## config.mk

```make
export PLATFORM = sky130hd
export DESIGN_NAME = pipe_sel_stage
export DESIGN_NICKNAME = d
export VERILOG_FILES = /design/src/rtl/pipe_sel_stage.sv
export SDC_FILE = /design/constraint.sdc
export NUM_CORES = 1
export LEC_CHECK = 0
export CAP_MARGIN = 15
export CORE_MARGIN = 5
export CORE_UTILIZATION = 31
export CTS_CLUSTER_DIAMETER = 40
export DETAILED_ROUTE_END_ITERATION = 8
export PLACE_DENSITY_LB_ADDON = 0.05
export SLEW_MARGIN = 10
export SYNTH_ARGS = -nofsm -noshare
export SYNTH_HDL_FRONTEND = slang
export SYNTH_SLANG_ARGS = --single-unit
export TNS_END_PERCENT = 50
```

## constraint.sdc

```tcl
create_clock -name clk -period 1.64 [get_ports clk]
set_input_delay 0.328 -clock clk [delete_from_list [all_inputs] [get_ports clk]]
set_output_delay 0.328 -clock clk [all_outputs]
set_load 0.02 [all_outputs]
```

## src/rtl/pipe_sel_stage.sv

```systemverilog
// pipe_sel_stage: N-way, W-bit source selector feeding a registered
// valid/ready pipeline stage.
//
// The entry stored with each word is {data, src, err}. M is the main
// register that drives the outputs. S is the skid register. S and the TWO
// state exist only when the build macro PIPE_SEL_SKID_EN is defined.
//
// Handshake rules:
// - A word moves on an edge where valid and ready are both high
//   (accept = in_valid & in_ready, pop = out_valid & out_ready).
// - A producer holds valid and its data until the word moves.
// - flush discards everything held, and voids any accept or pop in the same
//   cycle. The out_data, out_src and out_err fields keep their values.
// - With the skid register present, in_ready is a flop and has no
//   combinational path from out_ready. Without it, in_ready passes
//   out_ready through whenever M is full.
module pipe_sel_stage #(
  parameter int W = 32,
  parameter int N = 4
) (
  input  logic                 clk,
  input  logic                 rst,
  input  logic [N*W-1:0]       in_data,
  input  logic [$clog2(N)-1:0] in_sel,
  input  logic                 in_valid,
  output logic                 in_ready,
  input  logic                 flush,
  output logic [W-1:0]         out_data,
  output logic [$clog2(N)-1:0] out_src,
  output logic                 out_err,
  output logic                 out_valid,
  input  logic                 out_ready,
  output logic [1:0]           dbg_state
);

  localparam int SELW = $clog2(N);

  typedef enum logic [1:0] {
    ST_EMPTY = 2'd0,
    ST_ONE   = 2'd1,
    ST_TWO   = 2'd2
  } state_t;

  state_t          state_q, state_d;
  logic [W-1:0]    m_data_q, m_data_d;
  logic [SELW-1:0] m_src_q, m_src_d;
  logic            m_err_q, m_err_d;
  logic [W-1:0]    sel_data;
  logic            sel_err;
  logic            accept, pop;

  // Combinational channel select. An out-of-range select yields zero data.
  always_comb begin
    sel_data = '0;
    sel_err  = (32'(in_sel) >= N);
    for (int k = 0; k < N; k++) begin
      if (in_sel == SELW'(k)) sel_data = in_data[k*W +: W];
    end
  end

  assign accept    = in_valid & in_ready;
  assign pop       = out_valid & out_ready;
  assign out_valid = (state_q != ST_EMPTY);
  assign out_data  = m_data_q;
  assign out_src   = m_src_q;
  assign out_err   = m_err_q;
  assign dbg_state = state_q;

`ifdef PIPE_SEL_SKID_EN
  logic [W-1:0]    s_data_q, s_data_d;
  logic [SELW-1:0] s_src_q, s_src_d;
  logic            s_err_q, s_err_d;
  logic            in_ready_q, in_ready_d;

  assign in_ready = in_ready_q;

  // Next-state and register-load decisions for the EMPTY/ONE/TWO machine.
  always_comb begin
    state_d  = state_q;
    m_data_d = m_data_q;
    m_src_d  = m_src_q;
    m_err_d  = m_err_q;
    s_data_d = s_data_q;
    s_src_d  = s_src_q;
    s_err_d  = s_err_q;
    if (flush) begin
      state_d = ST_EMPTY;
    end else begin
      case (state_q)
        ST_EMPTY: if (accept) begin
          state_d  = ST_ONE;
          m_data_d = sel_data;
          m_src_d  = in_sel;
          m_err_d  = sel_err;
        end
        ST_ONE: begin
          if (accept && pop) begin
            m_data_d = sel_data;
            m_src_d  = in_sel;
            m_err_d  = sel_err;
          end else if (accept) begin
            state_d  = ST_TWO;
            s_data_d = sel_data;
            s_src_d  = in_sel;
            s_err_d  = sel_err;
          end else if (pop) begin
            state_d = ST_EMPTY;
          end
        end
        ST_TWO: if (pop) begin
          state_d  = ST_ONE;
          m_data_d = s_data_q;
          m_src_d  = s_src_q;
          m_err_d  = s_err_q;
        end
        default: state_d = ST_EMPTY;
      endcase
    end
    in_ready_d = (state_d != ST_TWO);
  end

  // Skid register and registered ready.
  always_ff @(posedge clk or posedge rst) begin
    if (rst) begin
      s_data_q   <= '0;
      s_src_q    <= '0;
      s_err_q    <= 1'b0;
      in_ready_q <= 1'b1;
    end else begin
      s_data_q   <= s_data_d;
      s_src_q    <= s_src_d;
      s_err_q    <= s_err_d;
      in_ready_q <= in_ready_d;
    end
  end
`else
  // Without a skid slot, M can take a new word only when it is empty or
  // being drained in the same cycle.
  assign in_ready = !out_valid | out_ready;

  // Next-state and M-load decisions for the EMPTY/ONE machine.
  always_comb begin
    state_d  = state_q;
    m_data_d = m_data_q;
    m_src_d  = m_src_q;
    m_err_d  = m_err_q;
    if (flush) begin
      state_d = ST_EMPTY;
    end else if (accept) begin
      state_d  = ST_ONE;
      m_data_d = sel_data;
      m_src_d  = in_sel;
      m_err_d  = sel_err;
    end else if (pop) begin
      state_d = ST_EMPTY;
    end
  end
`endif

  // State and main register.
  always_ff @(posedge clk or posedge rst) begin
    if (rst) begin
      state_q  <= ST_EMPTY;
      m_data_q <= '0;
      m_src_q  <= '0;
      m_err_q  <= 1'b0;
    end else begin
      state_q  <= state_d;
      m_data_q <= m_data_d;
      m_src_q  <= m_src_d;
      m_err_q  <= m_err_d;
    end
  end

endmodule
```

# Word-level counts from Yosys, hierarchy flattened
# Index checks and enable logic that the tools add are counted.
[classes] n_reduce_logical=5 bitwise_logic=4 eq_ne=3 n_mux=7
[ops] op="32-bit two-way mux" n=4
[ops] op="2-bit two-way mux" n=3
[ops] op="2-bit equality test, second input constant" n=2
[ops] op="3-bit nonzero test" n=1
[ops] op="1-bit bitwise AND" n=2
[ops] op="2-bit by 1-bit equality test with 1-bit output, second input constant" n=1
[ops] op="2-bit logical NOT" n=1
[ops] op="2-bit AND reduction" n=1
[ops] op="2-bit nonzero test" n=1
[ops] op="1-bit logical NOT" n=1
[ops] op="1-bit NOT" n=1
[ops] op="1-bit OR" n=1
[totals] word_cells=22 register_bits=36 inputBits=135 out_inout_bits=39

# Longest topological paths before layout
# Gate-level depths: netlist of the first run.
[logic_depth] depth_word=6 ltp_mapped=4 mapped_depth_nobuf=3

# Worst setup path before layout of the first run
# OpenSTA, ideal clock, no wires.
[synth_path] path_type="register to register" startpoint="register state_q[0] (netlist: dbg_state[0])" endpoint="register m_src_q[0] (netlist: out_src[0])" required_time_ns=1.515 path_buffers=1 stages_incl_launch_ff=5 arrival_time_ns=1.544 path_slack_ns=-0.028 period_less_slack_ns=1.668 setup_ns=0.125 path_cell_list="dfrtp_1 nor2b_1 nor3b_4 buf_6 mux2_2"
[synth_between] elab_chain_cells=5
[synth_rtl] element="from (decl)" line_no="44" source="state_t state_q, state_d;"
[synth_rtl] element="from (signal assigned)" line_no="168" source="state_q <= state_d;"
[synth_rtl] element="2-bit nonzero test" line_no="63" source="assign out_valid = (state_q != ST_EMPTY);"
[synth_rtl] element="1-bit logical NOT" line_no="139" source="assign in_ready = !out_valid | out_ready;"
[synth_rtl] element="1-bit OR" line_no="139"
[synth_rtl] element="1-bit bitwise AND" line_no="61" source="assign accept = in_valid & in_ready;"
[synth_rtl] element="2-bit AND reduction (no line)"
[synth_rtl] element="to (signal assigned)" line_no="170" source="m_src_q <= m_src_d;"
[synth_rtl] element="to (decl)" line_no="46" source="logic [SELW-1:0] m_src_q, m_src_d;"
# No other way between the ends.
# A chain may end at the register's enable or synchronous reset.

# Worst setup path in the final report of the first run
[layout_path] startpoint="input port out_ready" endpoint="register m_data_q[26] (netlist: out_data[26])"
[layout_between] elab_chain_cells=3
[layout_rtl] element="from (decl)" line_no="32" source="input logic out_ready,"
[layout_rtl] element="1-bit OR" line_no="139"
[layout_rtl] element="1-bit bitwise AND" line_no="61"
[layout_rtl] element="2-bit AND reduction (no line)"
[layout_rtl] element="to (signal assigned)" line_no="169" source="m_data_q <= m_data_d;"
[layout_rtl] element="to (decl)" line_no="45" source="logic [W-1:0] m_data_q, m_data_d;"
# No other way between the ends.

==> results of run 1 <==
==> state kept, by name (all words and copies together) (netlist names) <==
name,count
dbg_state,1
out_data,32
out_src,2
==> timing repair <==
item,4_1_cts,5_1_grt
endpoints found under the setup margin,1,4
cloned,0,0
gates resized for setup,2,4
==> logic make-up (layout without fill, tap and decap cells) <==
group | Yosys count | in the layout
mux | 66 | 66
flops | 35 | 35
buf+inv | 16 | 187
simple gates | 4 | 4
other cells | 1 | 2
==> through the flow <==
| stage | std cells | TNS (ns) | worst slack, ns |
|---|---|---|---|
| after global routing | 393 | 0 | 0.00246 |
| after global placement | 386 | -6.88 | -0.233 |
| final | 393 | 0 | 0.0389 |
| after CTS | 393 | 0 | 0.0189 |
| after floorplan | 123 | 0 | 0.0159 |
| after detailed placement | 386 | -7.87 | -0.271 |
==> power by group <==
group	total (W)	internal (W)	switching (W)
sequential	0.00115	0.00105	0.0000985
combinational	0.00150	0.000965	0.000537
clock	0.000574	0.000292	0.000282
==> worst max-delay path by stage <==
stage / start / end / slack [ns] / cells past startpoint
after floorplan: dbg_state[0]$_DFFE_PP0P_ / out_src[0]$_DFFE_PP0P_ / 0.02 / 4
after CTS: out_ready / in_ready / 0.02 / 4
after global routing: dbg_state[0]$_DFFE_PP0P_ / out_valid / 0.002 / 1
after global placement: out_ready / out_data[27]$_DFFE_PP0P_ / -0.23 / 5
final: out_ready / out_data[26]$_DFFE_PP0P_ / 0.04 / 5
after detailed placement: out_ready / out_data[26]$_DFFE_PP0P_ / -0.27 / 5
==> synthesized netlist by cell type <==
| cell type | instances |
|---|---|
| inv_1 | 2 |
| mux4_2 | 29 |
| buf_4 | 3 |
| dfrtp_1 | 35 |
| buf_12 | 3 |
| nor2_1 | 2 |
| conb_1 | 1 |
| buf_1 | 1 |
| nor2b_1 | 1 |
| buf_6 | 4 |
| buf_2 | 2 |
| mux2_4 | 29 |
| mux4_1 | 3 |
| mux2_2 | 5 |
| nor3b_4 | 1 |
| clkbuf_1 | 1 |
==> worst max-delay path: cells and delay by family <==
family	cells	cell delay, ns
buf+inv	2	0.77
mux	1	0.35
simple gates	2	0.31
==> area by class of cell <==
class	count	area (um^2)
multi-input cells	72	1270
clock buffers	7	76.3
repair buffers	178	1820
fillers	627	3030
well taps	99	124
inverters	2	7.51
flip-flops and latches	35	877
==> metal layers <==
layer,up-vias,wire [um],track usage [%]
li1,825,-,-
met1,865,2340,15.3
met2,94,3450,25.4
met3,5,735,5.47
met4,0,59,4.38
met5,-,0,0
==> results.toml, run 1 <==
[status]
status = "completed"

[logic_synthesis]
ys_seq_area_share_pct = 38.3
netlist_area_um2 = 2290
synth_top_area_share_pct = 38.3
synthTopCellsByArea = "dfrtp_1 38%, mux4_2 29%, mux2_4 19%"
syn_inst = 122
yosys.area_share.simple_pct = 1.42
synth-xor-area-share_pct = 0
synth_seq_cells = 35
synth_top_family_by_area = "multiplexers"
yosys.cell_types.count = 16
yosysTopAreaCell = "dfrtp_1"
synth.avg_cell_area_um2 = 18.8
synth_compound_area_share_pct = 0
synth_warnings = 0
muxShareOfSynthArea_pct = 53.5
synthAdderAreaFrac_pct = 0

[clock_network]
ctsHoldBuffers = 0
clk_pin_slew_ns = 0.07
cts_buffers = 5
cts_sinks = 35
postCtsSetupBuffers = 0
cts_root_buf = "clkbuf_8"
cts_tree = "done"
ctsHtreeMaxLevel = 2
cts_buffer_depth = 2
insertion_delay_ns = 0.28

[floorplan]
io_pins = 174
rows = 31
die_y_um = 95.9
initial_core_util_pct = 31.7
fp.dieW_um = 95.9
dieArea_um2 = 9200
coreArea_um2 = 7210

[setup_path]
worstPathRequired_ns = 1.81
worstPathMaxFanout = 11
worstReg2RegEnd = "out_data[26]$_DFFE_PP0P_"
worstRegToRegCells = 4
crit_type = "input pin to flip-flop"
end_kind = "flip-flop"
worstPathCellList = "clkdlybuf4s50_1 -> nor2b_4 -> nor3b_4 -> buf_4 -> mux2_2"
critPathMaxStageDelay_ns = 0.51
cp_data_arrival_time_ns = 1.77
cp_slowest_cell = "clkdlybuf4s50_1"
startpoint_type = "input pin"
r2r_start = "dbg_state[0]$_DFFE_PP0P_"
r2r_slack_ns = 0.11

[place]
dpl_cell_area_um2 = 4100
hpwl_um = 5480
routabilityCongestion = 0.705
port_buffers = 171

[detailed_routing]
ant_nets = 0
drt_iter0_markers = 24
vias = 1789
routed_via_density = 4.55
wl_per_cell_um = 16.8
post-route-drc-count = 0
wl_um = 6590
firstDrtPassIters = 4

[grt]
grt_pass1_wl_um = 9710
overflow = 0
antenna_found_initial = 0
first_global_vias = 2031
grt_max_degree = 36
track_usage_pct = 14.1

[sta]
finalHoldViolations = 0
hold_ws_ns = 0.401
setup_violations = 0
maxSlewViolCount = 0
rsz0062_at_grt = "no"
max_freq_mhz = 625
fin_crit_sh_pct = 97.6
post-route-min-period_ns = 1.60
final.setup_skew_ns = 0.00463

[layout]
most-common-layout-cells = "166 x clkdlybuf4s50_1, 34 x dfrtp_1, 29 x mux4_2, 29 x mux2_4"
final_core_util_pct = 57.9
diodes = 0
drive_gt1_share_pct = 27.2
fin_area_um2 = 4180
areaGrowthSynthToFinish_pct = 82.7
nets = 429
layout_commonest_cell = "clkdlybuf4s50_1"

[min_path]
worstHoldPathType = "input pin to async pin"

[power_and_ir_drop]
total_power_w = 0.00322
vdd_drop_max_mv = 0.274
cellLeakagePower_nw = 1.68
power_density_nw_per_um2 = 771

[job]
maxCapViolations = 0
(Power assumes the default switching activity.)
==> inputs of run 2 (changes only) <==
REMOVE_ABC_BUFFERS = 1   (was default)
==> results.toml, run 2 (same netlist as run 1, synthesis figures left out) <==
[layout]
diodes = 0
largest_reg_flops = 32
layout_commonest_cell = "clkdlybuf4s50_1"
final_core_util_pct = 58.5
drive_gt1_share_pct = 28.3
most-common-layout-cells = "161 x clkdlybuf4s50_1, 35 x dfrtp_1, 29 x mux4_2, 29 x mux2_4, 7 x clkbuf_8"
nFillCells = 615
areaGrowthSynthToFinish_pct = 84.4
fin_area_um2 = 4220
nets = 431

[detailed_routing]
wl_um = 6660
post-route-drc-count = 0
drt_iter0_markers = 15
routed_via_density = 4.61
ant_nets = 0
wl_per_cell_um = 16.8
firstDrtPassIters = 4
vias = 1827

[sta]
tns_ns = 0
rsz0062_at_grt = "no"
post-route-min-period_ns = 1.60
fin_crit_sh_pct = 97.7
worst_slack_ns = 0.0379
max_freq_mhz = 624
setup_violations = 0
maxSlewViolCount = 0
finalHoldViolations = 0
final.setup_skew_ns = 0.00508

[clock_network]
cts_root_buf = "clkbuf_8"
cts_buffers = 5
insertion_delay_ns = 0.28
clk_pin_slew_ns = 0.06
ctsHoldBuffers = 0
cts_tree = "done"
ctsHtreeMaxLevel = 2
postCtsSetupBuffers = 0
cts_resized = 5
cts_buffer_depth = 2
cts_sinks = 35

[place]
dpl_cell_area_um2 = 4100
port_buffers = 171
hpwl_um = 5630
pre_cts_ws_ns = -0.306
routabilityCongestion = 0.687

[power_and_ir_drop]
power_density_nw_per_um2 = 785
cellLeakagePower_nw = 1.73
vdd_drop_max_mv = 0.317

[setup_path]
startpoint_type = "input pin"
worstPathMaxFanout = 23
r2r_slack_ns = 0.14
worstRegToRegCells = 4
end_kind = "flip-flop"
cp_data_arrival_time_ns = 1.77
worstPathRequired_ns = 1.80
crit_type = "input pin to flip-flop"
r2r_start = "dbg_state[0]$_DFFE_PP0P_"
worstReg2RegEnd = "out_data[26]$_DFFE_PP0P_"

[min_path]
worstHoldPathType = "input pin to async pin"

[job]
maxCapViolations = 0

[status]
status = "completed"

[floorplan]
initial_core_util_pct = 31.7
rows = 31
dieArea_um2 = 9200
die_y_um = 95.9
io_pins = 174
coreArea_um2 = 7210
fp.dieW_um = 95.9

[grt]
overflow = 0
first_global_vias = 2116
antenna_found_initial = 0
grt_pass1_wl_um = 9960
grt_max_degree = 24
track_usage_pct = 14.4
## run 2: worst max-delay path by stage
stage	startpoint	end	slack (ns)	cells after the start
2_1_floorplan	dbg_state[0]$_DFFE_PP0P_	out_src[0]$_DFFE_PP0P_	-1.00	3
3_3_place_gp	out_ready	in_ready	-0.29	4
3_5_place_dp	out_ready	in_ready	-0.31	4
4_1_cts	out_ready	in_ready	0.01	4
5_1_grt	out_data[5]$_DFFE_PP0P_	out_data[5]	0.0007	1
6_report	out_ready	out_data[26]$_DFFE_PP0P_	0.04	5
## run 2: area by class of cell
| class | instances | area (um^2) | area share (%) |
|---|---|---|---|
| Clock buffer | 8 | 100 | 2.37 |
| Inverter | 2 | 7.51 | 0.178 |
| Sequential cell | 35 | 876 | 20.8 |
| Tap cell | 99 | 124 | 2.94 |
| Timing Repair Buffer | 180 | 1840 | 43.6 |
| Multi-Input combinational cell | 72 | 1270 | 30.1 |
## run 2: through the flow
| stage | total power (W) | hold slack, ns | cells |
|---|---|---|---|
| after CTS | 0.00338 | 0.374 | 396 |
| after floorplan | 0.00183 | 0.394 | 109 |
| after global placement | 0.00267 | 0.488 | 388 |
| after global routing | 0.00349 | 0.411 | 396 |
| final | 0.00331 | 0.378 | 396 |
| after detailed placement | 0.00268 | 0.494 | 388 |
## run 2: critical path, cell delays in order
cell and delay, ns:
clkdlybuf4s50_1 0.51, nor2b_4 0.06, nor3b_4 0.26, buf_12 0.25
mux2_2 0.35
## run 2: where the power goes
part	switching [W]	internal, W
registers	0.000102	0.00105
clock network	0.000284	0.000383
logic	0.000532	0.000963
## run 2: routing by layer
metal	vias to the layer above	part of all wire, %	global-route usage, %
met1	891	36	15.7
met3	7	11	6.57
li1	833	-	-
met2	96	51	25.2
met4	0	1.1	3.55
met5	-	0	0
